### src/rtl/lb2apb_pkg.sv
// Shared definitions for the local-bus to APB bridge.
// FSM state encoding and the fixed APB protection attribute.
package lb2apb_pkg;

   typedef enum logic [1:0] {
      IDLE   = 2'd0,
      SETUP  = 2'd1,
      ACCESS = 2'd2,
      DONE   = 2'd3
   } state_t;

   localparam logic [2:0] PPROT = 3'b000;

endpackage

### src/rtl/lb2apb.sv
// Local-bus responder to APB initiator: one APB transfer per LB request,
// with an optional watchdog that aborts a transfer stuck waiting on pready.
//
// Ports:
//   clk, rst        rising-edge clock, async active-high reset
//   lb_w*           LB write request (held until lb_wready pulse)
//   lb_r*           LB read request (held until lb_rvalid pulse)
//   lb_err          error flag, valid with lb_wready/lb_rvalid
//   psel..pprot     APB initiator outputs
//   prdata, pready, pslverr  APB completer responses
module lb2apb
   import lb2apb_pkg::*;
#(
   parameter int ADDR_W  = 16,
   parameter int DATA_W  = 32,
   parameter int TIMEOUT = 256,
   localparam int STRB_W = DATA_W / 8
) (
   input  logic              clk,
   input  logic              rst,
   input  logic [ADDR_W-1:0] lb_waddr,
   input  logic [DATA_W-1:0] lb_wdata,
   input  logic [STRB_W-1:0] lb_wstrb,
   input  logic              lb_wen,
   output logic              lb_wready,
   input  logic [ADDR_W-1:0] lb_raddr,
   input  logic              lb_ren,
   output logic [DATA_W-1:0] lb_rdata,
   output logic              lb_rvalid,
   output logic              lb_err,
   output logic              psel,
   output logic              penable,
   output logic              pwrite,
   output logic [ADDR_W-1:0] paddr,
   output logic [DATA_W-1:0] pwdata,
   output logic [STRB_W-1:0] pstrb,
   output logic [2:0]        pprot,
   input  logic [DATA_W-1:0] prdata,
   input  logic              pready,
   input  logic              pslverr
);

   localparam int CNT_W = (TIMEOUT > 2) ? $clog2(TIMEOUT) : 1;
   localparam logic [CNT_W-1:0] LAST =
      (TIMEOUT == 0) ? '0 : CNT_W'(TIMEOUT - 1);

   state_t            r_state;
   logic [CNT_W-1:0]  r_cnt;
   logic              r_psel;
   logic              r_penable;
   logic              r_pwrite;
   logic [ADDR_W-1:0] r_paddr;
   logic [DATA_W-1:0] r_pwdata;
   logic [STRB_W-1:0] r_pstrb;
   logic [DATA_W-1:0] r_rdata;
   logic              r_wready;
   logic              r_rvalid;
   logic              r_err;

   // Watchdog fires on the last permitted ACCESS cycle without pready.
   logic w_expire;
   assign w_expire = (TIMEOUT != 0) && (r_cnt == LAST) && !pready;

   always_ff @(posedge clk or posedge rst) begin
      if (rst) begin
         r_state   <= IDLE;
         r_cnt     <= '0;
         r_psel    <= 1'b0;
         r_penable <= 1'b0;
         r_pwrite  <= 1'b0;
         r_paddr   <= '0;
         r_pwdata  <= '0;
         r_pstrb   <= '0;
         r_rdata   <= '0;
         r_wready  <= 1'b0;
         r_rvalid  <= 1'b0;
         r_err     <= 1'b0;
      end else begin
         unique case (r_state)
            IDLE: begin
               // Write has priority; a concurrent read waits for a later IDLE.
               if (lb_wen) begin
                  r_paddr  <= lb_waddr;
                  r_pwdata <= lb_wdata;
                  r_pstrb  <= lb_wstrb;
                  r_pwrite <= 1'b1;
                  r_psel   <= 1'b1;
                  r_state  <= SETUP;
               end else if (lb_ren) begin
                  r_paddr  <= lb_raddr;
                  r_pstrb  <= '0;
                  r_pwrite <= 1'b0;
                  r_psel   <= 1'b1;
                  r_state  <= SETUP;
               end
            end
            SETUP: begin
               r_penable <= 1'b1;
               r_cnt     <= '0;
               r_state   <= ACCESS;
            end
            ACCESS: begin
               if (pready || w_expire) begin
                  r_psel    <= 1'b0;
                  r_penable <= 1'b0;
                  r_wready  <= r_pwrite;
                  r_rvalid  <= !r_pwrite;
                  r_err     <= pready ? pslverr : 1'b1;
                  if (!r_pwrite)
                     r_rdata <= pready ? prdata : '0;
                  r_state   <= DONE;
               end else if (TIMEOUT != 0) begin
                  r_cnt <= r_cnt + 1'b1;
               end
            end
            DONE: begin
               // Requests still held here are not re-sampled.
               r_wready <= 1'b0;
               r_rvalid <= 1'b0;
               r_err    <= 1'b0;
               r_state  <= IDLE;
            end
            default: r_state <= IDLE;
         endcase
      end
   end

   assign psel      = r_psel;
   assign penable   = r_penable;
   assign pwrite    = r_pwrite;
   assign paddr     = r_paddr;
   assign pwdata    = r_pwdata;
   assign pstrb     = r_pstrb;
   assign pprot     = PPROT;
   assign lb_rdata  = r_rdata;
   assign lb_wready = r_wready;
   assign lb_rvalid = r_rvalid;
   assign lb_err    = r_err;

endmodule

### config.mk
export PLATFORM = sky130hd
export DESIGN_NAME = lb2apb
export DESIGN_NICKNAME = d
export VERILOG_FILES = /design/src/rtl/lb2apb_pkg.sv /design/src/rtl/lb2apb.sv
export SDC_FILE = /design/constraint.sdc
export NUM_CORES = 1
export LEC_CHECK = 0
export CORE_MARGIN = 2
export CORE_UTILIZATION = 44
export DETAILED_ROUTE_END_ITERATION = 8
export PLACE_DENSITY = 0.86
export SLEW_MARGIN = 40
export SYNTH_ARGS = -nofsm -noshare
export SYNTH_HDL_FRONTEND = slang
export SYNTH_SLANG_ARGS = --single-unit
### constraint.sdc
create_clock -name clk -period 5 [get_ports clk]
set_input_delay 0.5 -clock clk [delete_from_list [all_inputs] [get_ports clk]]
set_output_delay 0.5 -clock clk [all_outputs]
set_load 0.1 [all_outputs]
==> reports/qor.yml <==
areaGrowthSynthToFinish_pct: 41.3
post_drt_wl_per_cell_um: 16.5
grt_pass1_vias: 3306
nets: 611
syn_area_per_cell_um2: 13.4
gp_congestion: 0.743
hold_violations: 0
holdPathStages: 2
rsz0062_at_grt: "false"
skew_ns: 0.0144
worst_ep_arrival_time_ns: 2.44
post-route-period-util: 0.442
status: "finished clean"
yosysWarnings: 0
synthArstFlopShare: 1.00
grt_first_pass_wirelength_um: 15800
cts.sinks: 100
clockBufferDepth: 2
syn_area_mm2: 0.00417
std_cell_rows: 35
die-area_mm2: 0.0103
fmax_mhz: 452
seq_area_frac_synth: 0.601
yosysTopAreaCell: "dfrtp_1"
worst-path-max-fanout: 11
first_pass_iters: 5
antenna_found_initial: 0
grt_max_degree: 71
detailedPlacementHpwl_um: 7310
yosysMostFrequentCell: "dfrtp_1"
final.setup.tns_ns: 0
synth-edff-count: 0
cap_violations: 0
hold_slack_ns: 0.479
n_antenna_cell: 0
synthTopCellsByArea: "dfrtp_1, mux2_2, a22o_1"
endpoint_kind: "flip-flop"
post_cts_buffers: 0
ctsResizeCount: 0
start_kind: "flip-flop"
io_buffers: 195
synth-seq-cells: 100
wl_um: 10100
criticalPathCategory: "flip-flop to flip-flop"
dr.first_iter.drc_count: 95
clkTransAtPathRegs_ns: 0.10
fin_crit_ns: 2.21
grt_use_total: 0.196
synth_flop_cell: "dfrtp_1"
clockRootBuffer: "clkbuf_8"
crit_required_ns: 5.22
cts_tree: "done"
coreArea_mm2: 0.00920
reg2reg_depth: 6
die_w_um: 101
drc: 0
cts_buffers: 9
slew_headroom: 0.592
drt-vias-per-instance: 5.19
yosysUniqueCellTypes: 39
clk_latency_ns: 0.35
die_h_um: 101
synth_commonest_cells: "dfrtp_1, mux2_2, a22o_1"
ant_nets: 0
vias: 3191
start_util: 0.453
overflow: 0
ios: 199
hold_buffers: 0
hold_path_class: "flip-flop to flip-flop"
finalSetupViolations: 0
drive_gt1_frac: 0.304
synth_top_area_frac: 0.601
slew_viol_final: 0
htree_levels: 3
worst_pin_slew_ns: 0.611
synthCells: 312
registers in the layout, indices dropped and copies added (netlist names):
signal and cells:
paddr 16, lb_wready 1, pwdata 32, psel 1, lb_rvalid 1, pwrite 1
r_state 2, lb_err 1, pstrb 4, penable 1, r_cnt 8, lb_rdata 32
layer usage:
| metal | global-route usage | up-vias | share of wire |
|---|---|---|---|
| met1 | 0.245 | 1536 | 0.41 |
| met2 | 0.323 | 145 | 0.49 |
| met3 | 0.0587 | 15 | 0.083 |
| li1 | - | 1495 | - |
| met4 | 0.0717 | 0 | 0.017 |
| met5 | 0 | - | 0 |
final timing paths:
path                            start         end  slack, ns
min in group asynchronous         rst  pwdata[14]       0.62
max                        r_state[0]    r_cnt[5]       2.79
min                          paddr[0]    paddr[0]       0.48
min reg2reg                  paddr[0]    paddr[0]       0.48
max reg2reg                r_state[0]    r_cnt[5]       2.79
max in group asynchronous         rst    r_cnt[4]       3.53
worst max-delay path: stages (launching register included):
cell and delay, ns:
dfrtp_1 0.42, inv_1 0.12, ha_1 0.42, nand2b_1 0.25, a21o_1 0.35, o311ai_1 0.38
o41ai_1 0.14
kinds of logic after synthesis:
family / count (synthesis) / share of synthesized area
compound gates: 73 / 0.141
fa+ha+maj: 6 / 0.0180
buf+inv: 28 / 0.0405
flops: 100 / 0.601
mux: 53 / 0.137
other cells: 1 / 0.000900
simple gates: 51 / 0.0613
cells in the final DEF (no fill, tap or decap), drive strengths merged, types with 2 or more instances in the layout:
cell           instances
nand2                 30
clkbuf                10
a32o                   4
a31oi                  2
nand2b                 3
o311ai                 2
nand3                  4
o41ai                  2
and4                   2
a21oi                  4
a22o                  32
clkinv                 4
conb                   3
inv                    5
o21ai                 21
nor2                   4
ha                     6
buf                   94
mux2i                 20
dfrtp                100
clkdlybuf4s50        104
a21o                   2
nand4                  2
mux2                  33
metrics by stage:
| stage | util | cell area [µm²] | instances | setup slack [ns] |
|---|---|---|---|---|
| global route | 0.640 | 5890 | 615 | 2.65 |
| CTS | 0.638 | 5870 | 614 | 2.79 |
| floorplan | - | 4170 | 314 | 1.88 |
| finish | 0.640 | 5890 | 615 | 2.79 |
| detailed placement | 0.618 | 5680 | 598 | 2.77 |
| global placement | 0.667 | 6130 | 598 | 1.92 |
area by class of cell:
type | count | area [µm²]
Sequential cell | 100 | 2500
Tap cell | 111 | 139
Clock inverter | 6 | 47.5
Multi-Input combinational cell | 186 | 1510
Clock buffer | 10 | 138
Timing Repair Buffer | 198 | 1530
Fill cell | 722 | 3310
Inverter | 4 | 20.0
Power is left out: the tool's default activity adds up to more than one toggle a clock period on the data nets, which glitch-free logic cannot reach.
